File: src/rtl/branch_ctrl.sv
// Conditional-branch resolution: captures a B-type branch, resolves taken/target/err, counts branches.
// Latency: 2 cycles from accept to out_valid (capture, then one RESOLVE cycle).
// Backpressure: results are held in HOLD until out_ready; in_ready is low outside IDLE.
module branch_ctrl #(
  parameter int N         = 32,
  parameter int FLUSH_CYC = 2
) (
  input  logic         clk,
  input  logic         rst_n,
  input  logic         in_valid,
  output logic         in_ready,
  input  logic [6:0]   opcode,
  input  logic [2:0]   funct3,
  input  logic [N-1:0] pc,
  input  logic [N-1:0] imm,
  input  logic         BrEq,
  input  logic         BrLT,
  output logic         BrUn,
  output logic         out_valid,
  input  logic         out_ready,
  output logic         taken,
  output logic [N-1:0] target,
  output logic         err,
  output logic         flush,
  output logic [15:0]  br_cnt,
  output logic [15:0]  tk_cnt
);

  localparam logic [6:0] BRANCH_OP = 7'b1100011;

  typedef enum logic [1:0] {IDLE, RESOLVE, HOLD, FLUSH} state_t;

  state_t       state;
  logic [2:0]   capFunct3;
  logic [N-1:0] capPc;
  logic [N-1:0] capImm;
  logic [2:0]   flushCnt;

  logic         resTaken;
  logic         resIllegal;
  logic [N-1:0] resTarget;

  // Branch condition and next-PC from the captured instruction and live comparator flags
  always_comb begin
    resTaken   = 1'b0;
    resIllegal = 1'b0;
    case (capFunct3)
      3'b000:         resTaken = BrEq;
      3'b001:         resTaken = !BrEq;
      3'b100, 3'b110: resTaken = BrLT;
      3'b101, 3'b111: resTaken = !BrLT;
      default:        resIllegal = 1'b1;
    endcase
    resTarget = resTaken ? (capPc + capImm) : (capPc + N'(4));
  end

  // Control FSM with all outputs registered; reset wins over every handshake
  always_ff @(posedge clk) begin
    if (!rst_n) begin
      state     <= IDLE;
      in_ready  <= 1'b1;
      out_valid <= 1'b0;
      taken     <= 1'b0;
      err       <= 1'b0;
      flush     <= 1'b0;
      BrUn      <= 1'b0;
      target    <= '0;
      br_cnt    <= '0;
      tk_cnt    <= '0;
      capFunct3 <= '0;
      capPc     <= '0;
      capImm    <= '0;
      flushCnt  <= '0;
    end else begin
      case (state)
        IDLE: begin
          // Non-branch opcodes are consumed silently
          if (in_valid && opcode == BRANCH_OP) begin
            capFunct3 <= funct3;
            capPc     <= pc;
            capImm    <= imm;
            BrUn      <= funct3[1];
            in_ready  <= 1'b0;
            state     <= RESOLVE;
          end
        end
        RESOLVE: begin
          BrUn      <= 1'b0;
          taken     <= resTaken;
          target    <= resTarget;
          err       <= resIllegal | (resTaken && resTarget[1:0] != 2'b00);
          out_valid <= 1'b1;
          if (br_cnt != 16'hFFFF) br_cnt <= br_cnt + 16'd1;
          if (resTaken && tk_cnt != 16'hFFFF) tk_cnt <= tk_cnt + 16'd1;
          state     <= HOLD;
        end
        HOLD: begin
          if (out_ready) begin
            out_valid <= 1'b0;
            taken     <= 1'b0;
            err       <= 1'b0;
            if (taken) begin
              flush    <= 1'b1;
              flushCnt <= 3'(FLUSH_CYC - 1);
              state    <= FLUSH;
            end else begin
              in_ready <= 1'b1;
              state    <= IDLE;
            end
          end
        end
        FLUSH: begin
          if (flushCnt == 3'd0) begin
            flush    <= 1'b0;
            in_ready <= 1'b1;
            state    <= IDLE;
          end else begin
            flushCnt <= flushCnt - 3'd1;
          end
        end
        default: state <= IDLE;
      endcase
    end
  end

endmodule

File: config.mk
export PLATFORM = sky130hd
export DESIGN_NAME = branch_ctrl
export DESIGN_NICKNAME = d
export VERILOG_FILES = /design/src/rtl/branch_ctrl.sv
export SDC_FILE = /design/constraint.sdc
export NUM_CORES = 1
export LEC_CHECK = 0
export CAP_MARGIN = 40
export CORE_MARGIN = 5
export CORE_UTILIZATION = 57
export DETAILED_ROUTE_END_ITERATION = 16
export PLACE_DENSITY = 0.89
export REMOVE_ABC_BUFFERS = 1
export SLEW_MARGIN = 20
export SYNTH_ARGS = -nofsm -noshare
export SYNTH_HDL_FRONTEND = slang
export SYNTH_SLANG_ARGS = --single-unit
File: constraint.sdc
create_clock -name clk -period 4.8 [get_ports clk]
set_input_delay 0.96 -clock clk [delete_from_list [all_inputs] [get_ports clk]]
set_output_delay 0.96 -clock clk [all_outputs]
set_load 0.05 [all_outputs]
## Word-level counts from Yosys, hierarchy flattened

Cells that the tools add are included.

| word-level totals | value |
|---|---|
| bits in registers | 142 |
| input bits | 80 |
| output and inout bits | 70 |
| logic and storage cells | 89 |

| operators by class | value |
|---|---|
| $add $sub $neg | 5 |
| equality and inequality tests | 17 |
| multiplexer cells | 27 |
| bitwise gates (word level) | 1 |
| reduce and logical (&&, ||, !) cells | 25 |

Operator list:

| operator | number |
|---|---|
| adder 16 x 1 -> 16 bit, second input constant | 2 |
| adder 32 x 3 -> 32 bit, second input constant | 1 |
| adder 32 bit | 1 |
| 2-to-1 mux 32 bit | 1 |
| inequality test 16 bit, second input constant | 2 |
| == test 3 bit, second input constant | 4 |
| inequality test 2 bit, second input constant | 6 |
| 2-to-1 mux 1 bit | 10 |
| case mux 1 bit (2 select lines) | 5 |
| AND reduction 2 bit | 5 |
| 2-to-1 mux 3 bit | 3 |
| 2-to-1 mux 2 bit | 4 |
| case mux 2 bit (4 select lines) | 1 |
| AND reduction 4 bit | 2 |
| nonzero test 2 bit | 4 |
| == test 7 bit, second input constant | 1 |
| zero test 3 bit | 2 |
| case mux 3 bit (2 select lines) | 1 |
| OR reduction 6 bit | 1 |
| AND reduction 5 bit | 1 |
| == test 2 bit, second input constant | 2 |
| case mux 1 bit (4 select lines) | 1 |
| OR reduction 2 bit | 2 |
| == test 3 x 1 -> 1 bit, second input constant | 1 |
| other kinds (9) | 12 |

## Longest topological paths before layout

Gate-level depths: netlist (run 1).

| logic depth | value |
|---|---|
| depth in word-level cells | 8 |
| depth in mapped cells | 12 |
| gate-level depth less buffers | 12 |

## Worst setup path after synthesis (run 1)

OpenSTA, ideal clock, no wires.

| path | value |
|---|---|
| path type | register -> register |
| start point | reg capPc[0] |
| end point | reg target[24] |
| library setup time | 0.128 ns |
| arrival | 2.555 ns |
| required time | 4.672 ns |
| slack | 2.117 ns |
| stages on the path, launching flop included | 13 |
| path buffers | 0 |
| period minus slack after synthesis | 2.683 ns |
| cells stage by stage | dfxtp_1 > ha_1 > inv_1 > fa_1 > nor2b_4 > o2111ai_1 > a211oi_2 > o22a_4 > a311oi_4 > o41ai_2 > xor2_1 > a222oi_1 > nor2_1 |

| on the way | value |
|---|---|
| cells in the longest elaborated chain, start to end | 2 |

Ends and longest elaborated chain:

| element | RTL line | RTL |
|---|---|---|
| from (decl) | 35 | `logic [N-1:0] capPc;` |
| from (signal assigned) | 80 | `capPc <= pc;` |
| adder 32 x 3 -> 32 bit or adder 32 bit (tied branches) | 54 | `resTarget = resTaken ? (capPc + capImm) : (capPc + N'(4));` |
| 2-to-1 mux 32 bit (*) | 54 |  |
| to (signal assigned) | 90 | `target <= resTarget;` |
| to (decl) | 22 | `output logic [N-1:0] target,` |

Every way passes the cells marked *; elsewhere a longest branch is shown, timed or not.
A chain may end at the register's enable or synchronous reset.

## Worst setup path in the final report (run 1)

Same ends and word-level chain as after synthesis.

==> run_results.csv, run 1 <==
group,metric,value,unit
status,status,"finished, final reports clean",
global_routing,grt_overflow,0,
yosys,synth_edf_count,0,
cts,cts_resized,0,
floorplanning,ioPinCount,150,
setup_path,cp.arrival,3.52,ns
sta,clock_skew,0.006852,ns
setup_path,required,5.10,ns
cts,cts-buffers-inserted,17,
sta,fmax,0.3098,GHz
setup_path,slowest_stage,"o41ai_2",
cts,cts_tree,"yes",
floorplanning,design.core.area,0.01383,mm^2
sta,grt_setup_unrepaired,"no",
floorplanning,dieArea,0.01653,mm^2
finish,antenna_cells,0,
sta,min_period,3.228,ns
cts,insertion_delay,0.43,ns
yosys,yosysUniqueCellTypes,66,
routing,finalWirelength,21950,um
sta,timing.final.ws_setup,1.572,ns
sta,slew_headroom,51.19,%
cts,post_cts_buffers,0,
placement,place_ws,1.338,ns
pwr,ir_drop,0.2421,mV
pwr,p_int,1993,uW
pwr,p_switching,579.1,uW
yosys,ys_async_sr_fraction,0,%
placement,dpl.hpwl,15480,um
pwr,combPwrFrac,5.0,%
routing,drt-wirelength-per-cell,16.49,um
hold_path,holdPathStages,2,
yosys,synth_ff_type,"dfxtp_1",
setup_path,end_kind,"register",
pwr,total_power,2572,uW
yosys,seq_area_frac_synth,35.47,%
floorplanning,die_h,128.6,um
cts,cts_buffer_depth,2,
setup_path,crit_chain,"ha_1 -> inv_1 -> fa_1 -> nor2b_4 -> o2111ai_1 -> a211oi_2 -> o22a_4 -> a311oi_4 -> o41ai_2 -> xor2_1 -> a222oi_1 -> nor2_1",
pwr,clockPowerShare,49.0,%
routing,drtIter0Drc,647,
setup_path,r2r_cells,12,
routing,vias,7779,
yosys,synthesis.area,0.008015,mm^2
setup_path,start_kind,"register",
floorplanning,die_w,128.6,um
sta,finalHoldViolations,0,
setup_path,criticalPathCategory,"register to register",
hold_path,hp-class,"register to register",
flow_run,drv_cap,0,
cts,ctsHoldBuffers,0,
floorplanning,start_util,57.97,%
yosys,synthCells,1017,
cts,clock-root-buffer,"clkbuf_16",
global_routing,grt_max_degree,69,
sta,period_share,67.26,%
placement,dpl_cell_area,0.009574,mm^2
placement,port_buffers,149,
pwr,powerDensity,253.7,mW/mm^2
global_routing,grt_pass1_wl,35210,um
global_routing,grt_usage,26.34,%
cts,clkTransAtPathRegs,0.06,ns
pwr,power_switching_share,22.51,%
sta,tightestPinTransition,0.7295,ns
routing,drc,0,
floorplanning,core.rowCount,43,
setup_path,slowest_delay,0.54,ns
cts,cts_sinks,142,
yosys,ys_ff_latch,142,
yosys,syn_area_per_cell,7.881,um^2
pwr,seqPwrFrac,46.1,%
finish,final_layout_size_suffix_gt1_share,5.474,%
yosys,ys_warn_count,0,
routing,first_pass_iters,5,
finish,area_growth,26.51,%
setup_path,cp_max_fo,6,
placement,gp_congestion,0.9351,
global_routing,antenna_found_initial,0,
cts,cts.htree.levels,4,
sta,setup_viol_count_final,0,
routing,ant_nets,0,
global_routing,grt_pass1_vias,7502,
pwr,p_leak,0.003728,uW
placement,dp_cells,1300,
sta,slew_violations,0,
routing,via_per_inst,5.844,
finish,layout.nets,1256,
finish,fin_area,0.01014,mm^2
finish,instances_no_fill,1331,
## logic make-up after synthesis
logic type / Yosys count / share of synthesized area (%)
xor+xnor: 73 / 7.977
mux: 3 / 0.3747
compound gates: 268 / 22.46
buf+inv: 77 / 3.871
simple gates: 417 / 23.98
flops: 142 / 35.47
fa+ha+maj: 37 / 5.869
## worst max-delay path: cells and delay by family, from the launching register on
| kind | cells | cell delay, ns |
|---|---|---|
| flops | 1 | 0.38 |
| xor+xnor | 1 | 0.16 |
| compound gates | 6 | 1.58 |
| fa+ha+maj | 2 | 0.67 |
| buf+inv | 1 | 0.08 |
| simple gates | 2 | 0.21 |
## synth_stat cells, drive strengths merged (3+ instances only)
library cell / number / area, um^2
nor2b: 9 / 63.81
o31ai: 4 / 30.03
nand3: 37 / 190.2
a31o: 4 / 35.04
xnor2: 40 / 350.3
o21a: 3 / 22.52
o211ai: 8 / 65.06
a311oi: 6 / 70.07
inv: 23 / 86.33
dfxtp: 142 / 2843
and3: 4 / 25.02
buf: 11 / 62.55
nor2: 62 / 240.2
ha: 36 / 450.4
nand2: 213 / 799.5
mux2i: 3 / 30.03
a21boi: 50 / 375.4
a22oi: 3 / 22.52
and2: 23 / 143.9
a21o: 18 / 135.1
nand4: 16 / 100.1
a31oi: 7 / 65.06
nor4: 3 / 25.02
xor2: 33 / 289.0
nand2b: 10 / 62.56
o22ai: 4 / 25.02
a21oi: 91 / 455.4
o21ai: 41 / 212.7
a211oi: 13 / 112.6
clkbuf: 43 / 161.4
or3: 12 / 75.07
nor3: 15 / 80.08
and4: 8 / 70.07
## power groups by stage
stage	combinational (uW)	clock, uW	sequential (uW)
floorplan	31.2	0	1220
global placement	125	0	1210
detailed placement	126	0	1210
CTS	127	1270	1180
global route	136	1320	1180
finish	128	1260	1180
## cell usage in the layout, fill, tap and decap left out, drive strengths merged, types with 3 or more instances in the layout
cell type / instances
xor2: 33
ha: 36
clkinvlp: 5
a31o: 4
a21boi: 50
o21ai: 41
and4: 8
clkdlybuf4s50: 148
clkinv: 5
and3: 4
mux2i: 3
o22ai: 4
buf: 9
clkbuf: 19
nor4: 3
a31oi: 7
a22oi: 3
a211oi: 13
nor2b: 9
o21a: 3
nor3: 15
a311oi: 6
nand2: 213
nand3: 37
nand2b: 10
a21oi: 91
o211ai: 8
and2: 23
nand4: 16
xnor2: 40
or3: 12
o31ai: 4
dfxtp: 142
inv: 24
a21o: 18
nor2: 62
## worst paths after layout
| check | start | end | slack (ns) |
|---|---|---|---|
| max | capPc[0]$_SDFFE_PN0P_ | target[24]$_SDFFE_PN0P_ | 1.57 |
| max reg2reg | capPc[0]$_SDFFE_PN0P_ | target[24]$_SDFFE_PN0P_ | 1.57 |
| min | capImm[3]$_SDFFE_PN0P_ | capImm[3]$_SDFFE_PN0P_ | 0.46 |
| min reg2reg | capImm[3]$_SDFFE_PN0P_ | capImm[3]$_SDFFE_PN0P_ | 0.46 |
## metal layers
metal	wire length, um	GRT usage (%)	vias up
li1	-	-	3780
met1	9092	31.75	3652
met2	10790	44.90	289
met3	1440	6.393	58
met4	625	11.24	0
met5	0	0	-
## flip-flops by register name (all words and copies together), names as in the netlist, 2 cells and up
signal     flops
capPc         32
capFunct3      3
target        32
capImm        32
tk_cnt        16
br_cnt        16
state          2
flushCnt       3
## metrics by stage
step | hold WS [ns] | utilization [%] | setup TNS (ns)
floorplan | 0.4400 | - | -108.55
global placement | 0.4497 | 69.24 | 0
detailed placement | 0.4524 | 69.24 | 0
CTS | 0.4634 | 73.33 | 0
global route | 0.4824 | 73.33 | 0
finish | 0.4608 | 73.33 | 0
## area by class of cell
type	count	area (um^2)
inverters	23	86.33
multi-input cells	798	4873
clock buffers	19	452.9
flip-flops and latches	142	2843
repair buffers	157	1546
clock inverters	12	112.6
fillers	1054	3687
well taps	180	225.2
Power figures use the tool's default switching activity.
==> run 2: changes to the inputs <==
CORE_UTILIZATION = 53   (was 57)
PLACE_DENSITY = 0.84   (was 0.89)
clock period = 3.2 ns   (was 4.8 ns; I/O delays follow)
==> run_results.csv, run 2 (same netlist as run 1, synthesis figures left out) <==
group,metric,value,unit
finish,final_cell_mix,"nand2_1 (213), clkdlybuf4s50_1 (148), dfxtp_1 (142)",
flow_run,drv_cap,0,
finish,reg_top3,"capImm (32), capPc (32), target (32)",
finish,final_layout_size_suffix_gt1_share,5.801,%
floorplanning,design.core.area,0.01503,mm^2
finish,final_common_cell,"nand2_1",
setup_path,slowest_delay,0.45,ns
routing,drc,0,
floorplanning,core.rowCount,45,
pwr,clockPowerShare,50.9,%
hold_path,hold_start,"target[7]$_SDFFE_PN0P_",
pwr,total_power,4020,uW
routing,via_per_inst,5.791,
global_routing,grt_overflow,0,
cts,cts_sinks,142,
floorplanning,start_util,53.32,%
routing,first_pass_iters,5,
pwr,powerDensity,391.5,mW/mm^2
sta,min_period,2.938,ns
placement,dpl.hpwl,15350,um
pwr,power_switching_share,20.74,%
setup_path,criticalPathCategory,"register to register",
sta,finalHoldViolations,0,
status,status,"finished, final reports clean",
cts,clkTransAtPathRegs,0.06,ns
setup_path,startpoint,"capPc[0]$_SDFFE_PN0P_",
routing,drt-wirelength-per-cell,16.09,um
finish,area_growth,28.10,%
pwr,ir_drop,0.3802,mV
global_routing,grt_pass1_vias,7459,
routing,ant_nets,0,
pwr,seqPwrFrac,44.2,%
global_routing,grt_pass1_wl,35280,um
cts,cts.htree.levels,4,
setup_path,required,3.51,ns
sta,fmax,0.3403,GHz
global_routing,grt_usage,24.07,%
setup_path,cp.arrival,3.25,ns
routing,drtIter0Drc,657,
routing,finalWirelength,21610,um
hold_path,hp-class,"register to register",
floorplanning,die_w,133.0,um
cts,cts_tree,"yes",
pwr,p_leak,0.003819,uW
pwr,p_switching,833.6,uW
setup_path,cp_max_fo,6,
global_routing,antenna_found_initial,0,
cts,cts-buffers-inserted,17,
setup_path,end_kind,"register",
setup_path,crit_chain,"ha_1 -> inv_1 -> fa_1 -> nor2b_4 -> o2111ai_1 -> a211oi_2 -> o22a_4 -> a311oi_4 -> o41ai_4 -> xor2_1 -> a222oi_1 -> nor2_1",
sta,tns,0,ns
cts,clock-root-buffer,"clkbuf_16",
placement,gp_congestion,0.9284,
sta,tightestPinTransition,0.7092,ns
floorplanning,ioPinCount,150,
cts,insertion_delay,0.42,ns
setup_path,slowest_stage,"o41ai_4",
finish,layout.nets,1260,
finish,fillCellCount,1204,
setup_path,timing.rr.start,"capPc[0]$_SDFFE_PN0P_",
sta,period_share,91.82,%
pwr,combPwrFrac,4.9,%
sta,slew_headroom,52.72,%
floorplanning,dieArea,0.01768,mm^2
routing,vias,7777,
setup_path,start_kind,"register",
sta,whs,0.4589,ns
placement,port_buffers,149,
cts,cts_buffer_depth,2,
sta,grt_setup_unrepaired,"no",
floorplanning,die_h,133.0,um
sta,slew_violations,0,
sta,clock_skew,0.006000,ns
pwr,p_int,3186,uW
global_routing,grt_max_degree,69,
finish,antenna_cells,0,
sta,setup_viol_count_final,0,
-- run 2: cell types whose count changed in the layout (fill, tap and decap cells not counted), sizes merged --
cell      before  now
clkbuf        19   21
buf            9   13
bufinv         1    3
clkinvlp       5    3
inv           24   22
-- run 2: final cells by class --
cell class / instances / area, um^2 / area share (%)
multi-input cells: 798 / 4885 / 47.58
flip-flops and latches: 142 / 2843 / 27.69
repair buffers: 161 / 1602 / 15.60
clock buffers: 21 / 480.5 / 4.680
well taps: 188 / 235.2 / 2.291
clock inverters: 10 / 136.4 / 1.328
inverters: 23 / 86.33 / 0.8409
-- run 2: through the flow --
step                      utilization, %  worst slack (ns)  cells  cell area, um^2
after floorplan                        -            -3.026    963             7791
after global placement             64.12            0.3255   1312             9639
after detailed placement           64.12            0.2767   1312             9639
after CTS                          68.22            0.2605   1343            10260
after global routing               68.30           0.08178   1343            10270
final                              68.30            0.2618   1343            10270
-- run 2: power by group through the flow --
stage	Sequential, uW	Combinational (uW)	Clock, uW
finish	1780	197	2050
global route	1780	208	2150
CTS	1780	196	2070
detailed placement	1820	195	0
global placement	1820	192	0
floorplan	1820	46.7	0
-- run 2: final timing paths --
check                            end  slack [ns]  cells after the start
max          target[24]$_SDFFE_PN0P_        0.26                     12
min           target[7]$_SDFFE_PN0P_        0.46                      2
max reg2reg  target[24]$_SDFFE_PN0P_        0.26                     12
min reg2reg   target[7]$_SDFFE_PN0P_        0.46                      2
-- run 2: timing repair --
action,CTS,global route
hold buffers,0,0
endpoints found under the setup margin,0,1
buffers inserted,0,0
gates resized for setup,0,1
-- run 2: worst max-delay path, delay by kind of cell, from the launching register on --
| family | cells | cell delay, ns |
|---|---|---|
| buffers and inverters | 1 | 0.07 |
| and+or+nand+nor | 2 | 0.20 |
| xor gates and xnor gates | 1 | 0.15 |
| AOI/OAI and AO/OA | 6 | 1.43 |
| DFF | 1 | 0.35 |
| adders and majority gates | 2 | 0.64 |
-- run 2: routing by layer --
metal	GRT usage [%]	vias to the layer above	wire length, um	share of wire (%)
met5	0	-	0	0
met4	9.238	0	576	2.7
met3	5.285	50	1451	6.7
met2	40.24	294	10340	48
met1	30.31	3647	9240	43
li1	-	3786	-	-
==> run 3: changes to the inputs <==
CORE_MARGIN = 8   (was 5)
==> run_results.csv, run 3 (same netlist as run 1, synthesis figures left out) <==
group,metric,value,unit
status,status,"finished, final reports clean",
floorplanning,die_h,139.0,um
placement,gp_congestion,0.9068,
setup_path,slowest_stage,"o41ai_2",
pwr,powerDensity,398.4,mW/mm^2
routing,ant_nets,0,
global_routing,grt_max_degree,69,
sta,grt_setup_unrepaired,"no",
sta,clock_skew,0.006739,ns
placement,dp_cells,1315,
floorplanning,core.rowCount,45,
global_routing,grt_pass1_wl,36480,um
routing,drc,0,
finish,antenna_cells,0,
routing,drtIter0Drc,548,
cts,cts_resized,0,
sta,min_period,2.953,ns
placement,dpl_cell_area,0.009649,mm^2
cts,cts_tree,"yes",
placement,dpl.hpwl,16020,um
pwr,total_power,4100,uW
hold_path,hp-class,"register to register",
setup_path,start_kind,"register",
routing,finalWirelength,22010,um
finish,layout.nets,1263,
cts,ctsHoldBuffers,0,
setup_path,slowest_delay,0.49,ns
sta,slew_violations,0,
setup_path,required,3.50,ns
cts,clkTransAtPathRegs,0.06,ns
sta,period_share,92.28,%
cts,cts-buffers-inserted,17,
cts,post_cts_buffers,0,
global_routing,grt_pass1_vias,7478,
routing,via_per_inst,5.694,
setup_path,cp.arrival,3.25,ns
finish,fillCellCount,1256,
hold_path,holdPathStages,2,
setup_path,criticalPathCategory,"register to register",
finish,utilization,68.72,%
finish,final_layout_size_suffix_gt1_share,6.040,%
setup_path,cp_top_family,"compound AO/OA/AOI/OAI gates",
floorplanning,design.core.area,0.01498,mm^2
finish,area_growth,28.41,%
setup_path,end_kind,"register",
floorplanning,ioPinCount,150,
routing,first_pass_iters,6,
setup_path,crit_chain,"ha_1 -> inv_1 -> fa_1 -> nor2b_4 -> o2111ai_1 -> a211oi_2 -> o22a_4 -> a311oi_4 -> o41ai_2 -> xor2_1 -> a222oi_1 -> nor2_1",
floorplanning,die_w,139.0,um
sta,setup_viol_count_final,0,
cts,cts.htree.levels,4,
cts,clock-root-buffer,"clkbuf_16",
floorplanning,dieArea,0.01931,mm^2
cts,insertion_delay,0.42,ns
global_routing,grt_overflow,0,
cts,cts_sinks,142,
flow_run,drv_cap,0,
global_routing,antenna_found_initial,0,
routing,vias,7670,
finish,final_common_cell,"nand2_1",
routing,drt-wirelength-per-cell,16.34,um
sta,tightestPinTransition,0.7069,ns
setup_path,cp_max_fo,6,
finish,instances_no_fill,1347,
finish,fin_area,0.01029,mm^2
sta,finalHoldViolations,0,
sta,timing.final.ws_setup,0.2471,ns
cts,cts_buffer_depth,2,
pwr,ir_drop,0.3684,mV
setup_path,path_buf_inv,1,
setup_path,r2r_cells,12,
pwr,p_leak,0.003814,uW
sta,slew_headroom,52.87,%
placement,place_ws,0.2887,ns
global_routing,grt_usage,22.62,%
finish,final_cell_mix,"nand2_1 (213), clkdlybuf4s50_1 (148), dfxtp_1 (142)",
sta,fmax,0.3387,GHz
finish,reg_top3,"capImm (32), capPc (32), target (32)",
floorplanning,start_util,53.52,%
setup_path,worstSetupPathDepth,12,
placement,port_buffers,149,
## run 3: cell count changes in the layout (fill, tap and decap cells not counted)
cell,change
buf_4,+4
clkbuf_1,+1
o41ai_4,-1
clkinvlp_4,-1
bufinv_16,+1
o41ai_2,+1
buf_12,-1
## run 3: report_power, final
group          switching (uW)  internal [uW]
combinational            81.7            113
clock                     744           1380
sequential               4.61           1770
total                     830           3270
## run 3: layer usage
layer | wire length (um) | vias to the layer above | global-route usage [%]
met5 | 0 | - | 0
met4 | 466 | 0 | 8.897
met3 | 1304 | 39 | 4.888
met2 | 10540 | 248 | 37.68
met1 | 9697 | 3584 | 27.96
li1 | - | 3799 | -
## run 3: through the flow
step | hold WS [ns] | TNS (ns)
floorplan | 0.4400 | -195.59
global placement | 0.4447 | 0
detailed placement | 0.4497 | 0
CTS | 0.4578 | 0
global route | 0.4807 | 0
finish | 0.4599 | 0
## run 3: area by class of cell
class / count / area [um^2] / share of cell area, %
clock buffers: 22 / 484.2 / 4.705
clock inverters: 10 / 158.9 / 1.544
inverters: 23 / 86.33 / 0.8388
multi-input cells: 798 / 4873 / 47.35
flip-flops and latches: 142 / 2843 / 27.62
well taps: 188 / 235.2 / 2.285
repair buffers: 164 / 1612 / 15.66
## run 3: final timing paths
| check | endpoint | slack, ns | from |
|---|---|---|---|
| worst min-delay path | target[7]$_SDFFE_PN0P_ | 0.46 | target[7]$_SDFFE_PN0P_ |
| worst max register to register | target[24]$_SDFFE_PN0P_ | 0.25 | capPc[0]$_SDFFE_PN0P_ |
| worst min register to register | target[7]$_SDFFE_PN0P_ | 0.46 | target[7]$_SDFFE_PN0P_ |
| worst max-delay path | target[24]$_SDFFE_PN0P_ | 0.25 | capPc[0]$_SDFFE_PN0P_ |
## run 3: worst register-to-register path, cell delays in order, from the launching register on
cell and delay (ns):
dfxtp_1 0.35, ha_1 0.21, inv_1 0.07, fa_1 0.44, nor2b_4 0.14, o2111ai_1 0.15, a211oi_2 0.24, o22a_4 0.23
a311oi_4 0.11, o41ai_2 0.49, xor2_1 0.12, a222oi_1 0.23, nor2_1 0.06
